[src/rtl/adc128s_resp_if.sv]
// SPI pins of the ADC128S link; the master drives select, clock and data,
// the responder drives MISO.
interface adc128s_resp_if;
  logic SS_n;
  logic SCLK;
  logic MOSI;
  logic MISO;

  modport master (output SS_n, output SCLK, output MOSI, input MISO);
  modport slave  (input SS_n, input SCLK, input MOSI, output MISO);
endinterface

[src/rtl/adc128s_resp.sv]
// ADC128S SPI responder: returns the channel addressed by the previous
// complete transaction and latches the newly addressed channel at its end.
module adc128s_resp (
  input  logic                 clk,
  input  logic                 rst_n,
  adc128s_resp_if.slave        spi,
  input  logic [95:0]          chan_data,
  output logic [2:0]           chnnl,
  output logic                 xfer_done,
  output logic                 frame_err
);

  localparam logic [0:0] IDLE   = 1'b0;
  localparam logic [0:0] ACTIVE = 1'b1;

  logic [2:0]  ss_sync;
  logic [2:0]  sclk_sync;
  logic [1:0]  mosi_sync;
  logic        ss_fall;
  logic        ss_rise;
  logic        sclk_rise;
  logic        sclk_fall;
  logic [0:0]  state;
  logic [15:0] tx_shft;
  logic [15:0] rx_shft;
  logic [4:0]  rise_cnt;

  // NOTE: the synchronizers are left out of reset on purpose: if they were
  // forced high, an SS_n still low at reset release would look like a fresh
  // falling edge and start a bogus transaction.
  always_ff @(posedge clk) begin
    ss_sync   <= {ss_sync[1:0], spi.SS_n};
    sclk_sync <= {sclk_sync[1:0], spi.SCLK};
    mosi_sync <= {mosi_sync[0], spi.MOSI};
  end

  // Registered edge strobes; the FSM acts one clk after detection.
  always_ff @(posedge clk) begin
    if (!rst_n) begin
      ss_fall   <= 1'b0;
      ss_rise   <= 1'b0;
      sclk_rise <= 1'b0;
      sclk_fall <= 1'b0;
    end else begin
      ss_fall   <= ss_sync[2] & ~ss_sync[1];
      ss_rise   <= ~ss_sync[2] & ss_sync[1];
      sclk_rise <= ~sclk_sync[2] & sclk_sync[1];
      sclk_fall <= sclk_sync[2] & ~sclk_sync[1];
    end
  end

  always_ff @(posedge clk) begin
    if (!rst_n) begin
      state     <= IDLE;
      tx_shft   <= '0;
      rx_shft   <= '0;
      rise_cnt  <= '0;
      chnnl     <= '0;
      xfer_done <= 1'b0;
      frame_err <= 1'b0;
    end else begin
      xfer_done <= 1'b0;
      frame_err <= 1'b0;
      case (state)
        IDLE: begin
          if (ss_fall) begin
            state    <= ACTIVE;
            tx_shft  <= {4'h0, chan_data[12*chnnl +: 12]};
            rx_shft  <= '0;
            rise_cnt <= '0;
          end
        end
        default: begin
          if (ss_rise) begin
            state <= IDLE;
            if (rise_cnt == 5'd16) begin
              chnnl     <= rx_shft[13:11];
              xfer_done <= 1'b1;
            end else begin
              frame_err <= 1'b1;
            end
          end else begin
            if (sclk_rise) begin
              rx_shft <= {rx_shft[14:0], mosi_sync[1]};
              if (rise_cnt != 5'd17)
                rise_cnt <= rise_cnt + 5'd1;
            end
            // The idle-high SCLK falls once before the first rise; that
            // fall must not consume bit 15.
            if (sclk_fall && rise_cnt != 5'd0)
              tx_shft <= {tx_shft[14:0], 1'b0};
          end
        end
      endcase
    end
  end

  assign spi.MISO = (state == ACTIVE) ? tx_shft[15] : 1'b0;

endmodule

[src/flat_wrapper.sv]
// flat-port wrapper written by rule: the top's interface ports become plain ports
module adc128s_resp_flat 
  (clk, rst_n, chan_data, chnnl, xfer_done, frame_err, spi_SS_n, spi_SCLK, spi_MOSI, spi_MISO);
  adc128s_resp_if spi_i ();
  input  logic clk;
  input  logic rst_n;
  input  logic [95:0] chan_data;
  output logic [2:0] chnnl;
  output logic xfer_done;
  output logic frame_err;
  input wire logic [$bits(spi_i.SS_n)-1:0] spi_SS_n;
  input wire logic [$bits(spi_i.SCLK)-1:0] spi_SCLK;
  input wire logic [$bits(spi_i.MOSI)-1:0] spi_MOSI;
  output wire logic [$bits(spi_i.MISO)-1:0] spi_MISO;
  assign spi_i.SS_n = spi_SS_n;
  assign spi_i.SCLK = spi_SCLK;
  assign spi_i.MOSI = spi_MOSI;
  assign spi_MISO = spi_i.MISO;
  adc128s_resp u_core (.clk(clk), .rst_n(rst_n), .spi(spi_i), .chan_data(chan_data), .chnnl(chnnl), .xfer_done(xfer_done), .frame_err(frame_err));
endmodule
[config.mk]
export PLATFORM = sky130hd
export DESIGN_NAME = adc128s_resp_flat
export DESIGN_NICKNAME = d
export VERILOG_FILES = /design/src/rtl/adc128s_resp_if.sv /design/src/rtl/adc128s_resp.sv /design/src/flat_wrapper.sv
export SDC_FILE = /design/constraint.sdc
export NUM_CORES = 1
export LEC_CHECK = 0
export ABC_AREA = 1
export CAP_MARGIN = 20
export CORE_MARGIN = 2
export CORE_UTILIZATION = 45
export CTS_CLUSTER_SIZE = 25
export DETAILED_ROUTE_END_ITERATION = 7
export PLACE_DENSITY = 0.78
export RECOVER_POWER = 50
export SETUP_SLACK_MARGIN = 0.2
export SYNTH_ARGS = -nofsm -noshare
export SYNTH_HDL_FRONTEND = slang
export SYNTH_SLANG_ARGS = --single-unit
[constraint.sdc]
create_clock -name clk -period 1.5 [get_ports clk]
set_input_delay 0.15 -clock clk [delete_from_list [all_inputs] [get_ports clk]]
set_output_delay 0.15 -clock clk [all_outputs]
set_load 0.1 [all_outputs]
-- Yosys cells after proc, flatten, opt, wreduce, memory -nomap -nowiden
Cells that the tools add are included.
- flip-flop bits (word level): 53
- logic and storage cells: 58
- output and inout port bits: 6
- multiply operators: 1
- bitwise logic cells: 8
- add/sub/neg operators: 1
- reductions and logical operators: 8
- shift operators: 1
- eq/ne operators: 6
- mux-type cells: 19
- operator list (kind ; number):
    $shiftx 96x8->12 ; 1
    $mux 16 ; 4
    $mux 14 ; 4
    $mux 5 ; 5
    $reduce_and 3->1 ; 4
    $mux 1 ; 6
    $ne 2x2->1 const B ; 3
    $add 5x1->5 const B ; 1
    $eq 5x5->1 const B ; 1
    $mul 2x3->5 const A ; 1
    $ne 5x5->1 const B ; 1
    $reduce_bool 5->1 ; 1
    $and 1x1->1 ; 4
    $not 1->1 ; 4
    $reduce_and 4->1 ; 1
    $ne 2x1->1 const B ; 1
    $reduce_bool 2->1 ; 1
    $logic_and 1x1->1 ; 1

-- Longest topological paths before layout
- word-level depth: 5
- mapped depth: 9
- depth with buffers taken out: 8

-- Worst setup path before layout
No wires, ideal clock.
- path kind: register to register
- start point: register u_core.chnnl[1]
- end point: register u_core.tx_shft[10]
- buffers on the path: 2
- stages on the path, launching flop included: 8
- arrival: 1871 ps
- path slack: -504 ps
- library setup time: 132 ps
- cells stage by stage: dfxtp_1 -> buf_2 -> clkbuf_1 -> nand3_1 -> nand3_1 -> nand3_1 -> nand2_1 -> a21oi_1
- cells in the longest elaborated chain, start to end: 4
- ends and longest elaborated chain (item ; RTL line ; RTL):
    start, declared ; adc128s_resp.sv:8 ; output logic [2:0] chnnl,
    start signal, assigned ; adc128s_resp.sv:77 ; chnnl <= rx_shft[13:11];
    $mul 2x3->5 ; adc128s_resp.sv:68 ; tx_shft <= {4'h0, chan_data[12*chnnl +: 12]};
    $shiftx 96x8->12 ; adc128s_resp.sv:68 ;
    $mux 16 ; adc128s_resp.sv:66 ; if (ss_fall) begin
    $mux 16 ; adc128s_resp.sv:64 ; case (state)
    end signal, assigned ; adc128s_resp.sv:68 ;
    end signal, assigned ; adc128s_resp.sv:91 ; tx_shft <= {tx_shft[14:0], 1'b0};
    end, declared ; adc128s_resp.sv:24 ; logic [15:0] tx_shft;
Every way passes these cells. The select of a mux whose other input is x is not followed.
A chain may end at the register's enable or synchronous reset.

-- Worst setup path after layout
- start point: register u_core.chnnl[1]
- end point: output chnnl[1]
- RTL lines (item ; RTL line ; RTL):
    end, declared ; flat_wrapper.sv:8 ; output logic [2:0] chnnl;
No word-level cell between the ends.

==> metrics.cfg <==
[min_path]
worstHoldPathType=reg -> reg

[grt]
gr-usage-met1_pct=31.5
grt_usage_pct=25.1
grt_pass1_wl_um=14700
busiest_layer=met2
grt_pass1_vias=3131
use_met3_pct=3.74
grt_max_degree=50
grt_remaining_overflow=0
grtUsageMet2_pct=45.4
antenna_found_initial=0

[setup_path]
worstPathRequired_ns=1.35
cp_max_fo=9
worstSetupPathType=reg -> out
endpoint_kind=primary output
worstPathArrival_ns=1.22
crit_path_start_kind=register

[clock_network]
cts_tree=yes
cts_root_buffer=clkbuf_8
clk_pin_slew_ns=0.09
clkSinkCount=53
insertion_delay_ns=0.31
htreeDepth=2
postCtsHoldBufs=0
numCtsBuffers=5
clk_path_buf_depth=2

[synthesis]
ys_types=22
synth-seq-cells=53
syn-num-nets=555
synth_area_leaders=dfxtp_1 (37%), nand2_1 (19%), nand3_1 (17%), a21oi_1 (8.3%), nor2_1 (3.2%)
synth_top_area_share_pct=36.7
syn_area_per_cell_um2=6.41
synth_area_leader_cell=dfxtp_1
synth_area_mm2=0.00289
syn_inst=451
seq_area_frac_synth_pct=36.7
ys_warn_count=0

[sta]
final_hold_viol_count=0
fmax_mhz=728
setup_slack_ns=0.127
relSlewSlack_pct=64.3
layout_min_cycle_time_ns=1.37
fin_crit_sh_pct=91.6
worstMarginPinSlew_ns=0.537
setup_viol=0
rsz0062_at_grt=true
skew_ns=0.00704
slew_violations=0
final.setup.tns_ns=0

[route]
dr_total_vias=3458
avgViaCountPerCell=5.36
drt_first_iter_violations=322
avgRoutedWirePerCell_um=15.5
finalWirelength_um=10000
drc=0
drt_first_pass_iters=5
postRouteAntennaNets=0

[cells_and_area]
most-common-layout-cells=nand2_1 (144), nand3_1 (96), clkdlybuf4s50_1 (96)
drive_gt1_share_pct=15.7
layout_commonest_cell=nand2_1
n_antenna_cell=0
fin_nets=671
area_growth_pct=55.9

[placement]
port_buffers=106
dp_hpwl_um=6510
pre_cts_ws_ns=0.0577
place.gp.congestion=0.847

[flow_run]
maxCapViolCount=0

[power_and_ir_drop]
ir_drop_uv=710
powerDensity_mw_per_mm2=616
power.leakage_nw=1.83

[die]
die_area_mm2=0.00708
num_rows=29
fp.dieW_um=84.2
start_util_pct=46.1
die_y_um=84.2
io_pins=107
core_area_mm2=0.00628

[run_status]
status=finished clean

## registers in the layout, indices dropped and copies added, names as in the netlist, 2 cells and up
register,flops
u_core.tx_shft,16
u_core.rx_shft,14
u_core.rise_cnt,5
u_core.chnnl,3
u_core.sclk_sync,3
u_core.ss_sync,3
u_core.mosi_sync,2
## metal layers
layer / share of wire (%) / wire [um]
met1: 42 / 4250
met2: 51 / 5060
met3: 5.3 / 534
met4: 1.6 / 163
met5: 0 / 0
## report_power, final
group	internal [mW]	switching [mW]
Clock	0.333	0.470
Sequential	1.43	0.0172
Combinational	0.327	0.199
Total	2.09	0.686
## cell type report
cell class              count  area [um^2]
fillers                   505         1770
multi-input cells         348         1730
repair buffers            137         1400
flip-flops and latches     53         1080
inverters                  20          100
well taps                  77         96.3
clock buffers               5         68.8
clock inverters             3         20.0
repair inverters            2         15.0
## critical path: stages (launching register included)
cell,delay (ns)
dfxtp_4,0.39
buf_4,0.17
clkbuf_4,0.35
## timing repair
action / CTS / global route
setup buffers: 7 / 8
gates cloned: 1 / 3
pin swaps: 1 / 13
setup endpoints to repair: 23 / 24
gates resized for setup: 12 / 39
## cells in the mapped netlist, drive strengths merged
cell,number
nand2,152
nand3,101
dfxtp,53
a21oi,48
nor2,27
buf,19
inv,19
clkbuf,11
o21ai,10
ha,3
nand4,2
nor3,2
a22oi,1
clkinv,1
nand3b,1
xor2,1
## path summary, 6_finish.rpt
path | start | end | slack (ns) | depth (start not counted)
setup / recovery | u_core.chnnl[1] | chnnl[1] | 0.13 | 2
hold / removal | u_core.mosi_sync[0] | u_core.mosi_sync[1] | 0.34 | 0
setup reg to reg | u_core.rise_cnt[1] | u_core.tx_shft[11] | 0.18 | 8
hold reg to reg | u_core.mosi_sync[0] | u_core.mosi_sync[1] | 0.34 | 0
## logic make-up (layout without fill, tap and decap cells)
family / after synthesis / in the layout / synth area share [%]
simple gates: 285 / 285 / 43.1
flops: 53 / 53 / 36.7
buf+inv: 50 / 167 / 7.96
fa+ha+maj: 3 / 3 / 1.30
xor+xnor: 1 / 1 / 0.303
compound gates: 59 / 59 / 10.7
## metrics by stage
stage | total power [mW] | cell area (um^2) | cells | util [%] | hold WS, ns
after CTS | 2.75 | 4300 | 634 | 68.4 | 0.272
final | 2.78 | 4510 | 645 | 71.8 | 0.336
after global routing | 2.89 | 4510 | 645 | 71.8 | 0.354
after floorplan | 1.65 | 2980 | 451 | - | 0.178
after global placement | 1.95 | 4100 | 618 | 65.4 | 0.314
after detailed placement | 1.95 | 4100 | 618 | 65.4 | 0.315
No activity file was read; power rests on OpenSTA's default activity.
